### src/rtl/keyer_pkg.sv
// Shared definitions for the iambic keyer: FSM state encoding and element codes.
package keyer_pkg;

    typedef enum logic [1:0] {
        IDLE = 2'd0,
        MARK = 2'd1,
        GAP  = 2'd2
    } state_t;

    localparam logic DIT = 1'b0;
    localparam logic DAH = 1'b1;

endpackage

### src/rtl/keyer_input_filter.sv
// 2-FF synchronizer for one contact, followed by a debouncer when
// IAMBIC_KEYER_DEBOUNCE_EN is defined (otherwise the synchronizer output passes straight through).
module keyer_input_filter #(
    parameter int unsigned DEBOUNCE_WIDTH = 16
) (
    input  logic aclk,
    input  logic aresetn,
    input  logic contact,
    output logic level
);

    logic [1:0] sync_q;

    always_ff @(posedge aclk) begin
        if (!aresetn) begin
            sync_q <= '0;
        end else begin
            sync_q <= {sync_q[0], contact};
        end
    end

`ifdef IAMBIC_KEYER_DEBOUNCE_EN
    logic                      level_q;
    logic [DEBOUNCE_WIDTH-1:0] cnt_q;

    // Flip only after 2^DEBOUNCE_WIDTH consecutive disagreeing cycles.
    always_ff @(posedge aclk) begin
        if (!aresetn) begin
            level_q <= 1'b0;
            cnt_q   <= '0;
        end else if (sync_q[1] == level_q) begin
            cnt_q   <= '0;
        end else if (cnt_q == '1) begin
            level_q <= sync_q[1];
            cnt_q   <= '0;
        end else begin
            cnt_q   <= cnt_q + DEBOUNCE_WIDTH'(1);
        end
    end

    assign level = level_q;
`else
    assign level = sync_q[1];
`endif

endmodule

### src/rtl/iambic_keyer.sv
// Iambic (mode A/B) and straight CW keyer producing key_flag for the envelope keyer.
// Optional input debouncing is compiled in with IAMBIC_KEYER_DEBOUNCE_EN.
module iambic_keyer #(
    parameter int unsigned CNTR_WIDTH     = 32,
    parameter int unsigned DEBOUNCE_WIDTH = 16
) (
    input  logic                  aclk,
    input  logic                  aresetn,
    input  logic [CNTR_WIDTH-1:0] cfg_data,
    input  logic                  cfg_mode,
    input  logic                  dit_flag,
    input  logic                  dah_flag,
    input  logic                  str_flag,
    output logic                  key_flag
);

    import keyer_pkg::*;

    localparam int unsigned CW = CNTR_WIDTH + 2;

    logic dit, dah, str;

    keyer_input_filter #(.DEBOUNCE_WIDTH(DEBOUNCE_WIDTH)) u_dit (
        .aclk(aclk), .aresetn(aresetn), .contact(dit_flag), .level(dit)
    );
    keyer_input_filter #(.DEBOUNCE_WIDTH(DEBOUNCE_WIDTH)) u_dah (
        .aclk(aclk), .aresetn(aresetn), .contact(dah_flag), .level(dah)
    );
    keyer_input_filter #(.DEBOUNCE_WIDTH(DEBOUNCE_WIDTH)) u_str (
        .aclk(aclk), .aresetn(aresetn), .contact(str_flag), .level(str)
    );

    state_t                state_q, state_d;
    logic                  elem_q, elem_d;
    logic                  mem_q, mem_d;
    logic [CW-1:0]         cntr_q, cntr_d;
    logic [CNTR_WIDTH-1:0] t_reg, t_d;

    logic [CNTR_WIDTH-1:0] t_new;
    logic [CW-1:0]         t_ext;
    logic                  opp, same;
    logic                  start, start_elem;

    assign t_new = (cfg_data == '0) ? CNTR_WIDTH'(1) : cfg_data;
    assign t_ext = {2'b00, t_new};
    assign opp   = (elem_q == DIT) ? dah : dit;
    assign same  = (elem_q == DIT) ? dit : dah;

    always_comb begin
        state_d    = state_q;
        elem_d     = elem_q;
        mem_d      = mem_q;
        cntr_d     = cntr_q;
        t_d        = t_reg;
        start      = 1'b0;
        start_elem = DIT;

        unique case (state_q)
            IDLE: begin
                if (dit) begin
                    start      = 1'b1;
                    start_elem = DIT;
                end else if (dah) begin
                    start      = 1'b1;
                    start_elem = DAH;
                end
            end
            MARK: begin
                mem_d = mem_q | opp;
                if (cntr_q == '0) begin
                    state_d = GAP;
                    cntr_d  = {2'b00, t_reg} - CW'(1);
                end else begin
                    cntr_d  = cntr_q - CW'(1);
                end
            end
            GAP: begin
                mem_d = mem_q | opp;
                if (cntr_q == '0) begin
                    if (opp || (cfg_mode && mem_q)) begin
                        start      = 1'b1;
                        start_elem = ~elem_q;
                    end else if (same) begin
                        start      = 1'b1;
                        start_elem = elem_q;
                    end else begin
                        state_d = IDLE;
                    end
                end else begin
                    cntr_d = cntr_q - CW'(1);
                end
            end
            default: state_d = IDLE;
        endcase

        // Every MARK entry (from IDLE or straight out of GAP) relatches T and clears the memory.
        if (start) begin
            state_d = MARK;
            elem_d  = start_elem;
            mem_d   = 1'b0;
            t_d     = t_new;
            cntr_d  = (start_elem == DAH) ? (t_ext + (t_ext << 1)) - CW'(1)
                                          : t_ext - CW'(1);
        end
    end

    always_ff @(posedge aclk) begin
        if (!aresetn) begin
            state_q  <= IDLE;
            elem_q   <= DIT;
            mem_q    <= 1'b0;
            cntr_q   <= '0;
            t_reg    <= '0;
            key_flag <= 1'b0;
        end else begin
            state_q  <= state_d;
            elem_q   <= elem_d;
            mem_q    <= mem_d;
            cntr_q   <= cntr_d;
            t_reg    <= t_d;
            key_flag <= (state_d == MARK) | str;
        end
    end

endmodule

### config.mk
export PLATFORM = sky130hd
export DESIGN_NAME = iambic_keyer
export DESIGN_NICKNAME = d
export VERILOG_FILES = /design/src/rtl/keyer_pkg.sv /design/src/rtl/keyer_input_filter.sv /design/src/rtl/iambic_keyer.sv
export SDC_FILE = /design/constraint.sdc
export NUM_CORES = 1
export LEC_CHECK = 0
export CAP_MARGIN = 20
export CORE_ASPECT_RATIO = 1.75
export CORE_UTILIZATION = 55
export DETAILED_ROUTE_END_ITERATION = 16
export DONT_BUFFER_PORTS = 1
export HOLD_SLACK_MARGIN = 0.05
export PLACE_DENSITY = 0.71
export SYNTH_ARGS = -nofsm -noshare
export SYNTH_HDL_FRONTEND = slang
export SYNTH_SLANG_ARGS = --single-unit
### constraint.sdc
create_clock -name aclk -period 4.99 [get_ports aclk]
set_clock_uncertainty 0.15 [all_clocks]
set_input_delay 0.499 -clock aclk [delete_from_list [all_inputs] [get_ports aclk]]
set_output_delay 0.499 -clock aclk [all_outputs]
set_load 0.01 [all_outputs]
## Word-level counts from Yosys, hierarchy flattened

Cells that the tools add are included.

- Bits in registers: 77
- Input port bits: 38

- Mux-type cells: 25
- Bitwise logic cells: 4
- Eq/ne operators: 4
- Reduce and logical (&&, ||, !) cells: 9
- Add/subtract/negate cells: 5

Operators by type and width:

| operator | count |
|---|---|
| 34-bit two-way mux | 4 |
| 34-bit case mux with 2 select lines | 1 |
| 34-bit by 1-bit subtractor with 34-bit output, second input constant | 2 |
| 32-bit by 1-bit subtractor with 33-bit output, second input constant | 2 |
| 32-bit by 33-bit adder with 34-bit output | 1 |
| 34-bit zero test | 1 |
| 32-bit zero test | 1 |
| 32-bit two-way mux | 1 |
| 1-bit two-way mux | 11 |
| 2-bit two-way mux | 5 |
| 2-bit case mux with 3 select lines | 1 |
| 2-bit by 1-bit equality test with 1-bit output, second input constant | 2 |
| 1-bit case mux with 2 select lines | 2 |
| 2-bit OR reduction | 2 |
| 3-bit inequality test, second input constant | 1 |
| 3-bit nonzero test | 1 |
| 2-bit equality test, second input constant | 1 |
| 2-bit zero test | 1 |
| 1-bit inverter | 2 |
| 1-bit OR | 2 |
| 2-bit AND reduction | 1 |
| 1-bit logical AND | 1 |
| 1-bit logical OR | 1 |

## Longest topological paths before layout

Gate-level depths: netlist (run 1).

- Word-level depth: 8
- Depth in mapped cells: 15
- Gate-level depth less buffers: 15

## Cells and area by module

A second synthesis (run 1) with hierarchy kept.

- Cell total of the unflattened synthesis: 1,095
- Area total of the unflattened synthesis: 7,883.8 um^2

By module, submodules not included:

| module | seq. area each (um^2) | cells each | area each (um^2) | instances |
|---|---|---|---|---|
| iambic_keyer | 1,421.4 | 1,083 | 7,726.2 | 1 |
| keyer_input_filter | 40.0 | 4 | 52.6 | 3 |

## Worst setup path after synthesis (run 1)

No wires, ideal clock.

- Path type: input to register
- Start point: input port cfg_data[4]
- End point: register cntr_q[28]
- Stages on the path: 15
- Arrival: 3.484 ns
- Library setup time: 0.137 ns
- Path slack: 1.219 ns
- Path buffers: 0
- Cell sequence: nor4_1 and4_1 a21oi_1 ha_1 inv_1 ha_1 a21o_1 a221oi_1 or4_1 a21oi_1 o211ai_1 nor3_1 or4_1 a32oi_1 a31oi_1

- Cells in the longest elaborated chain, start to end: 6
- Elaborated cells between the ends (all ways): 7
- Classes of those cells: add/sub (3); mux (3); reduce/logical (1)

RTL lines:

| what | RTL line | text |
|---|---|---|
| start: declaration | iambic_keyer.sv:9 | `input logic [CNTR_WIDTH-1:0] cfg_data,` |
| 32-bit zero test | iambic_keyer.sv:44 | `assign t_new = (cfg_data == '0) ? CNTR_WIDTH'(1) : cfg_data;` |
| 32-bit two-way mux * | iambic_keyer.sv:44 |  |
| 32-bit by 33-bit adder with 34-bit output | iambic_keyer.sv:102 | `cntr_d = (start_elem == DAH) ? (t_ext + (t_ext << 1)) - CW'(1)` |
| 34-bit by 1-bit subtractor with 34-bit output | iambic_keyer.sv:102 |  |
| 34-bit two-way mux * | iambic_keyer.sv:102 |  |
| 34-bit two-way mux * | iambic_keyer.sv:97 | `if (start) begin` |
| end signal: assignment | iambic_keyer.sv:119 | `cntr_q <= cntr_d;` |
| end: declaration | iambic_keyer.sv:36 | `logic [CW-1:0] cntr_q, cntr_d;` |

Every way passes the cells marked *; elsewhere a longest branch is shown, timed or not.
A chain may end at the register's enable or synchronous reset.

## Worst setup path after layout (run 1)

- Start point: input port cfg_data[19]
- End point: register cntr_q[32]

Same word-level chain as after synthesis.

==> impl_metrics.yaml, run 1 <==
routing:
  drtIter0Drc: 447
  routed_wl_um: 25500
  wl_per_cell_um: 20.0
  dr.pass1.iters: 5
  routed_via_density: 6.33
  drc: 0
  antenna_left: 0
  via_count: 8065
clock_network:
  hold_buffers: 0
  numCtsBuffers: 9
  clk_latency_ns: 0.34
  htree_levels: 3
  cts_resized: 0
  cts.clk_slew.worst_paths_ns: 0.06
  postCtsSetupRepairBufs: 0
  cts_buffer_depth: 2
  cts.sinks: 77
  cts_tree: "built"
  root_buffer: "clkbuf_16"
synthesis:
  synth_cells: 1112
  synth-async-reset-ratio: 0
  synth_area_um2: 7930
  synth_seq_cells: 77
  synth_nets: 1231
  yosys_warnings: 0
  synth_cell_types: 73
  synth_flop_cell: "dfxtp_1"
  avgSynthCellArea_um2: 7.13
  yosysSeqAreaShare: 0.194
  synth_edf_count: 0
worst_setup_path:
  cp-end-kind: "register"
  r2r_cells: 9
  critical_path_class: "in2reg"
  rr_endpoint: "cntr_q[23]"
  r2r_slack_ns: 0.99
  crit-reg2reg-launch: "cntr_q[0]"
  arrival_ns: 4.21
  cp-start-kind: "input port"
  cp.required_ns: 5.06
  path_max_fanout: 5
placement:
  place_ws_ns: 0.528
  io_buffers: 0
  place_congestion: 0.991
  place_hpwl_um: 19800
grt:
  grt_pass1_vias: 8052
  grt_first_pass_wirelength_um: 40100
  track_usage: 0.345
  antenna_found_initial: 0
  overflow: 0
  grt_max_degree: 61
cells_and_area:
  antenna_cells: 0
  fillCellCount: 1364
  final_cell_mix: "nand2_1 (139), inv_1 (108), a21oi_1 (102), nor2_1 (80), ha_1 (80)"
  fin_nets: 1211
  final_common_cell: "nand2_1"
  area_growth_pct: 6.60
  drive_gt1_frac: 0.0474
  largest_reg_flops: 34
pwr:
  ir_worst_vdd_mv: 0.252
  power.density_nw_per_um2: 303
  leakage_nw: 3.57
sta:
  setup_ws_ns: 0.850
  worst_pin_slew_ns: 0.859
  fin_setup_tns_ns: 0
  fmax_ghz: 0.242
  setup_violations: 0
  finalCriticalPeriod_ns: 4.14
  fin_crit_sh: 0.830
  hold_viol: 0
  drv_slew: 0
  rsz0062_at_grt: "no"
  relSlewSlack: 0.422
floorplanning:
  die_h_um: 161
  num_rows: 57
  io_pins: 39
  chipWidth_um: 92.8
  initial_utilization: 0.567
  core_area_um2: 14000
  die_area_um2: 14900
hold_path:
  holdCritStartpoint: "aresetn"
  hold-path-endpoint: "u_dit.sync_q[1]"
  min_path_type: "in2reg"
  hold_depth: 1
flow_run:
  cap_violations: 0
outcome:
  status: "completed"
## report_power, final
| part | internal (W) | switching (W) | leakage, nW |
|---|---|---|---|
| clock network | 0.000454 | 0.000273 | 0.160 |
| registers | 0.000671 | 0.0000746 | 0.631 |
| logic | 0.000439 | 0.000650 | 2.78 |
| total | 0.00156 | 0.000997 | 3.57 |
## worst max-delay path by stage
stage	depth (start not counted)	slack (ns)	to	startpoint
detailed placement	16	0.53	cntr_q[32]	cfg_data[19]
global route	16	0.63	cntr_q[32]	cfg_data[19]
finish	16	0.85	cntr_q[32]	cfg_data[19]
CTS	16	0.89	cntr_q[32]	cfg_data[19]
floorplan	15	1.22	cntr_q[28]	cfg_data[4]
global placement	16	0.62	cntr_q[32]	cfg_data[19]
## cells by family (layout without fill, tap and decap cells)
| logic type | after synthesis | count (layout) | synth area share |
|---|---|---|---|
| buf+inv | 154 | 139 | 0.0742 |
| compound gates | 306 | 306 | 0.242 |
| xor+xnor | 106 | 106 | 0.117 |
| simple gates | 386 | 386 | 0.241 |
| flops | 77 | 77 | 0.194 |
| fa+ha+maj | 81 | 81 | 0.129 |
| mux | 2 | 2 | 0.00268 |
## Yosys cell counts, types with 6 or more instances
cell	n	share of area
o21ai_0	51	0.032
a21oi_1	103	0.065
xnor2_1	69	0.076
nand2_1	139	0.066
a221oi_1	7	0.0077
nand3_1	21	0.013
xor2_1	37	0.041
buf_2	8	0.0050
a211o_1	6	0.0066
a211oi_1	17	0.016
a311oi_1	8	0.0088
and2_1	10	0.0079
o211ai_1	17	0.016
o21a_1	6	0.0057
nor2_1	81	0.038
dfxtp_1	77	0.19
or4_1	14	0.013
o22ai_1	7	0.0055
inv_1	108	0.051
ha_1	80	0.13
clkbuf_1	36	0.017
nor3_1	33	0.021
nand4_1	9	0.0071
nor4_1	22	0.017
or3_1	16	0.013
a21o_1	19	0.018
o21ai_1	14	0.0088
a31oi_1	12	0.0095
## layer usage
metal,track usage,vias up,routed length (um)
li1,-,3897,-
met4,0.234,0,1920
met3,0.0478,118,1350
met5,0,-,0
met2,0.621,305,12800
met1,0.364,3745,9370
## worst max-delay path: stages
cell,delay [ns]
nor4_1,0.32
and4_1,0.38
a21oi_1,0.22
ha_1,0.25
inv_1,0.05
ha_1,0.15
a21o_1,0.15
a221oi_1,0.08
buf_4,0.16
or4_1,0.49
a21oi_1,0.27
o211ai_1,0.18
nor3_1,0.40
o311a_1,0.28
mux2i_1,0.23
o211ai_2,0.10
## final cells by class
cell class	count	area, um^2	share of cell area
multi-input combinational	881	5830	0.690
sequential	77	1540	0.182
inverter	109	409	0.0484
clock buffer	11	243	0.0287
tap	177	221	0.0262
timing repair buffer	14	125	0.0148
clock inverter	5	82.6	0.00977
## through the flow
step                cell area (um^2)  total power [W]   util  instances  hold slack, ns
floorplan                       7930          0.00158      -       1112           0.257
global placement                8100          0.00181  0.579       1257           0.265
detailed placement              8100          0.00182  0.579       1257           0.272
CTS                             8420          0.00255  0.603       1273           0.122
global route                    8450          0.00271  0.605       1274           0.122
finish                          8450          0.00256  0.605       1274           0.131
Power figures use the tool's default switching activity.
==> run 2: changes to the inputs <==
==> constraint.sdc (replaced) <==
create_clock -name aclk -period 4.2 [get_ports aclk]
set_clock_uncertainty 0.15 [all_clocks]
set_input_delay 0.42 -clock aclk [delete_from_list [all_inputs] [get_ports aclk]]
set_output_delay 0.42 -clock aclk [all_outputs]
set_load 0.01 [all_outputs]
==> run 2 against run 1 <==
  * Die area unchanged
  * Non-clock buffer count increased by 14
  * Cell area increased by 0.84%
  * Highest routed layer unchanged
==> impl_metrics.yaml, run 2 (same netlist as run 1, synthesis figures left out) <==
worst_setup_path:
  arrival_ns: 3.95
  endpoint: "cntr_q[32]"
  crit_slowest_cell: "or4_1"
  cp-end-kind: "register"
  r2r_cells: 11
  rr_endpoint: "cntr_q[22]"
  path_max_fanout: 4
  r2r_slack_ns: 0.57
  max_stage_delay_ns: 0.52
  critical_path_class: "in2reg"
  cp-start-kind: "input port"
  cp.required_ns: 4.27
  crit_start: "cfg_data[19]"
  crit-reg2reg-launch: "cntr_q[0]"
  path_cells: "nor4_1, and4_1, a21oi_1, buf_4, inv_1, ha_1, a21o_1, a221oi_1, or4_1, a21oi_1, o211ai_1, nor3_1, buf_4, o311a_1, mux2i_1, o211ai_2"
clock_network:
  cts_tree: "built"
  htree_levels: 3
  clk_latency_ns: 0.35
  cts_buffer_depth: 2
  numCtsBuffers: 9
  cts.clk_slew.worst_paths_ns: 0.06
  cts.sinks: 77
  root_buffer: "clkbuf_16"
cells_and_area:
  antenna_cells: 0
  area_growth_pct: 7.50
  largest_reg_flops: 34
  drive_gt1_frac: 0.0567
  fin_nets: 1225
  final_common_cell: "nand2_1"
  final_cell_mix: "nand2_1 (139), inv_1 (108), a21oi_1 (102), nor2_1 (80), ha_1 (80)"
pwr:
  power.density_nw_per_um2: 351
  ir_worst_vdd_mv: 0.227
  leakage_nw: 3.62
  power.total_w: 0.00299
grt:
  grt_pass1_vias: 7939
  grt_max_degree: 61
  overflow: 0
  antenna_found_initial: 0
  grt_first_pass_wirelength_um: 40500
  track_usage: 0.348
sta:
  worst_pin_slew_ns: 0.656
  finalCriticalPeriod_ns: 3.88
  rsz0062_at_grt: "no"
  setup_violations: 0
  relSlewSlack: 0.551
  fin_setup_tns_ns: 0
  hold_viol: 0
  hold_slack_ns: 0.0554
  fin_crit_sh: 0.925
  drv_slew: 0
  fmax_ghz: 0.258
placement:
  place_congestion: 0.990
  io_buffers: 0
  place_hpwl_um: 19800
flow_run:
  cap_violations: 0
floorplanning:
  chipWidth_um: 92.8
  die_h_um: 161
  io_pins: 39
  num_rows: 57
  core_area_um2: 14000
  die_area_um2: 14900
  initial_utilization: 0.567
routing:
  antenna_left: 0
  via_count: 8005
  routed_wl_um: 25400
  wl_per_cell_um: 19.7
  drtIter0Drc: 469
  dr.pass1.iters: 5
  routed_via_density: 6.22
  drc: 0
outcome:
  status: "completed"
hold_path:
  hold_depth: 1
  min_path_type: "in2reg"
[run 2: cell types whose count changed in the layout (fill, tap and decap cells not counted)]
cell / change
buf_4: +11
dlygate4sd3_1: +3
clkinv_2: +2
buf_12: +1
buf_16: -1
bufinv_16: -1
clkbuf_8: -1
[run 2: how the worst min path moves through the flow]
stage	from	end	slack, ns
6_report	aresetn	u_dit.sync_q[1]	0.06
5_1_grt	aresetn	u_dah.sync_q[0]	0.06
4_1_cts	aresetn	u_dit.sync_q[1]	0.05
3_5_place_dp	u_dah.sync_q[0]	u_dah.sync_q[1]	0.27
3_3_place_gp	u_dit.sync_q[0]	u_dit.sync_q[1]	0.27
2_1_floorplan	u_str.sync_q[1]	key_flag	0.26
[run 2: area by class of cell]
cell class,instances,area [um^2]
Sequential cell,77,1540
Clock buffer,10,229
Inverter,109,409
Multi-Input combinational cell,881,5830
Tap cell,177,221
Fill cell,1398,5460
Clock inverter,6,62.6
Timing Repair Buffer,28,230
[run 2: per-layer routing]
metal / track usage / part of all wire
met1: 0.362 / 0.36
met2: 0.655 / 0.53
met3: 0.0445 / 0.048
met4: 0.192 / 0.058
met5: 0 / 0
[run 2: worst max-delay path: cells and delay by family]
kind,cells,cell delay (ns)
AND/OR/NAND/NOR,4,1.48
AO/OA/AOI/OAI,7,1.22
buffers and inverters,3,0.43
multiplexers,1,0.22
adder cells (fa/ha/maj),1,0.18
[run 2: power by group]
group / switching (W) / internal (W) / leakage, nW
sequential: 0.0000878 / 0.000797 / 0.631
clock: 0.000320 / 0.000460 / 0.147
combinational: 0.000782 / 0.000543 / 2.85
[run 2: stage by stage]
step	cells	util	setup WS, ns	instance area (um^2)
final	1288	0.610	0.317	8520
after global routing	1288	0.610	0.0903	8520
after CTS	1288	0.610	0.390	8520
after detailed placement	1269	0.587	0.0430	8200
after global placement	1269	0.587	0.126	8200
after floorplan	1112	-	0.508	7930
[run 2: timing repair]
| action | 4_1_cts | 5_1_grt |
|---|---|---|
| hold buffers | 3 | 0 |
| buffers inserted | 0 | 0 |
| gates resized for setup | 0 | 0 |
| endpoints found under the hold margin | 3 | 0 |
==> run 3: changes to the inputs <==
--- a/config.mk
+++ b/config.mk
@@ -6,7 +6,8 @@
 export NUM_CORES = 1
 export LEC_CHECK = 0
 export CAP_MARGIN = 20
-export CORE_ASPECT_RATIO = 1.75
+export CORE_ASPECT_RATIO = 1.1
+export CORE_MARGIN = 2
 export CORE_UTILIZATION = 55
 export DETAILED_ROUTE_END_ITERATION = 16
 export DONT_BUFFER_PORTS = 1
==> run 3 against run 2 <==
  * Die area up 3.2%
  * Final cell count increased by 0.93%
  * Flip-flop and latch count is the same
  * Register-to-register slack improved by 0.02 ns
  * Sequential power about the same
  * Via count up 0.36%
  * Power increased by 1.5%
  * Sequential share of layout area down 0.071 points
  * Clock power grew 6.9%
==> impl_metrics.yaml, run 3 (same netlist as run 1, synthesis figures left out) <==
sta:
  worst_pin_slew_ns: 0.885
  finalCriticalPeriod_ns: 3.91
  rsz0062_at_grt: "no"
  setup_violations: 0
  hold_viol: 0
  fmax_ghz: 0.256
  fin_setup_tns_ns: 0
  fin_crit_sh: 0.931
  relSlewSlack: 0.409
  drv_slew: 0
clock_network:
  clk_latency_ns: 0.34
  cts_tree: "built"
  cts_buffer_depth: 2
  htree_levels: 3
  root_buffer: "clkbuf_16"
  numCtsBuffers: 9
  cts.clk_slew.worst_paths_ns: 0.06
  cts.sinks: 77
  postCtsSetupRepairBufs: 0
cells_and_area:
  largest_reg_flops: 34
  multi_input_area_um2: 5830
  final_common_cell: "nand2_1"
  fillCellCount: 1414
  area_growth_pct: 7.92
  antenna_cells: 0
  fin_nets: 1223
  register_area_um2: 1540
  drive_gt1_frac: 0.0569
  final_cell_mix: "nand2_1 (139), inv_1 (108), a21oi_1 (102), nor2_1 (80), ha_1 (80)"
routing:
  routed_wl_um: 23600
  wl_met3_um: 1970
  wl_per_cell_um: 18.1
  dr_wl_met2_um: 10500
  drtIter0Drc: 757
  met1_length_um: 10500
  drc: 0
  highest_layer: "met4"
  via_count: 8034
  antenna_left: 0
  dr.pass1.iters: 5
  routed_via_density: 6.18
grt:
  antenna_found_initial: 0
  track_usage: 0.304
  grt_pass1_vias: 7266
  grt_first_pass_wirelength_um: 37700
  grt_max_degree: 48
  overflow: 0
pwr:
  pwr-share-clk: 0.275
  p_seq_frac: 0.291
  pwr-share-comb: 0.434
  leakage_nw: 3.63
  ir_worst_vdd_mv: 0.194
  internal_power_w: 0.00187
  power.total_w: 0.00304
  power.density_nw_per_um2: 355
  swShare: 0.385
  p_sw_w: 0.00117
floorplanning:
  die_h_um: 130
  die_area_um2: 15400
  io_pins: 39
  initial_utilization: 0.555
  core_area_um2: 14300
  num_rows: 46
  chipWidth_um: 118
worst_setup_path:
  cp.required_ns: 4.28
  cpLargestDelayFamily: "simple AND/OR/NAND/NOR gates"
  cp-start-kind: "input port"
  path_buf_inv: 3
  crit_slowest_cell: "or4_1"
  critical_path_class: "in2reg"
  max_stage_delay_ns: 0.51
  path_max_fanout: 4
  cp-end-kind: "register"
  path_cells: "nor4_1, and4_1, a21oi_1, buf_4, inv_1, ha_1, a21o_1, a221oi_1, or4_1, a21oi_1, o211ai_1, nor3_1, buf_4, o311a_1, mux2i_1, o211ai_2"
  arrival_ns: 3.99
placement:
  io_buffers: 0
  place_hpwl_um: 18100
  place_congestion: 0.980
outcome:
  status: "completed"
hold_path:
  min_path_type: "in2reg"
flow_run:
  cap_violations: 0
run 3: changes by cell type in the layout (fill, tap and decap cells not counted), sizes merged:
cell	delta
dlygate4sd3	-2
bufinv	+1
clkinv	-1
inv	-1
run 3: stage by stage:
| stage | std cells | area, um^2 | hold WS [ns] | util | worst slack [ns] |
|---|---|---|---|---|---|
| after global routing | 1300 | 8560 | 0.0528 | 0.599 | 0.136 |
| after floorplan | 1112 | 7930 | 0.257 | - | 0.508 |
| after global placement | 1284 | 8230 | 0.269 | 0.577 | 0.122 |
| final | 1300 | 8560 | 0.0529 | 0.599 | 0.288 |
| after detailed placement | 1284 | 8230 | 0.280 | 0.577 | 0.0362 |
| after CTS | 1299 | 8550 | 0.0512 | 0.599 | 0.364 |
run 3: layout make-up:
type | instances | area share
Inverter | 109 | 0.0478
Multi-Input combinational cell | 881 | 0.681
Timing Repair Buffer | 26 | 0.0260
Sequential cell | 77 | 0.180
Clock inverter | 5 | 0.00877
Tap cell | 192 | 0.0281
Clock buffer | 10 | 0.0279
run 3: worst paths after layout:
kind / from / end / slack (ns) / depth (start not counted)
setup / recovery: cfg_data[27] / cntr_q[32] / 0.29 / 16
hold / removal: aresetn / u_str.sync_q[0] / 0.05 / 1
setup reg to reg: cntr_q[0] / cntr_q[31] / 0.59 / 9
hold reg to reg: u_dit.sync_q[0] / u_dit.sync_q[1] / 0.29 / 1
run 3: power by group through the flow:
stage                     combinational (W)  clock, W  sequential [W]
after detailed placement            0.00128         0        0.000895
after global placement              0.00128         0        0.000893
after floorplan                     0.00100         0        0.000872
final                               0.00132  0.000835        0.000884
after CTS                           0.00129  0.000835        0.000880
after global routing                0.00147  0.000864        0.000894
run 3: per-layer routing:
metal,track usage,vias to the layer above
met5,0,-
met4,0.0924,0
met3,0.0494,41
met2,0.492,329
met1,0.419,3737
li1,-,3927
run 3: what timing repair did:
| action | in CTS | in global routing |
|---|---|---|
| hold buffers | 0 | 1 |
| endpoints found under the setup margin | 0 | 0 |
| gates resized for setup | 0 | 0 |
| endpoints found under the hold margin | 0 | 1 |
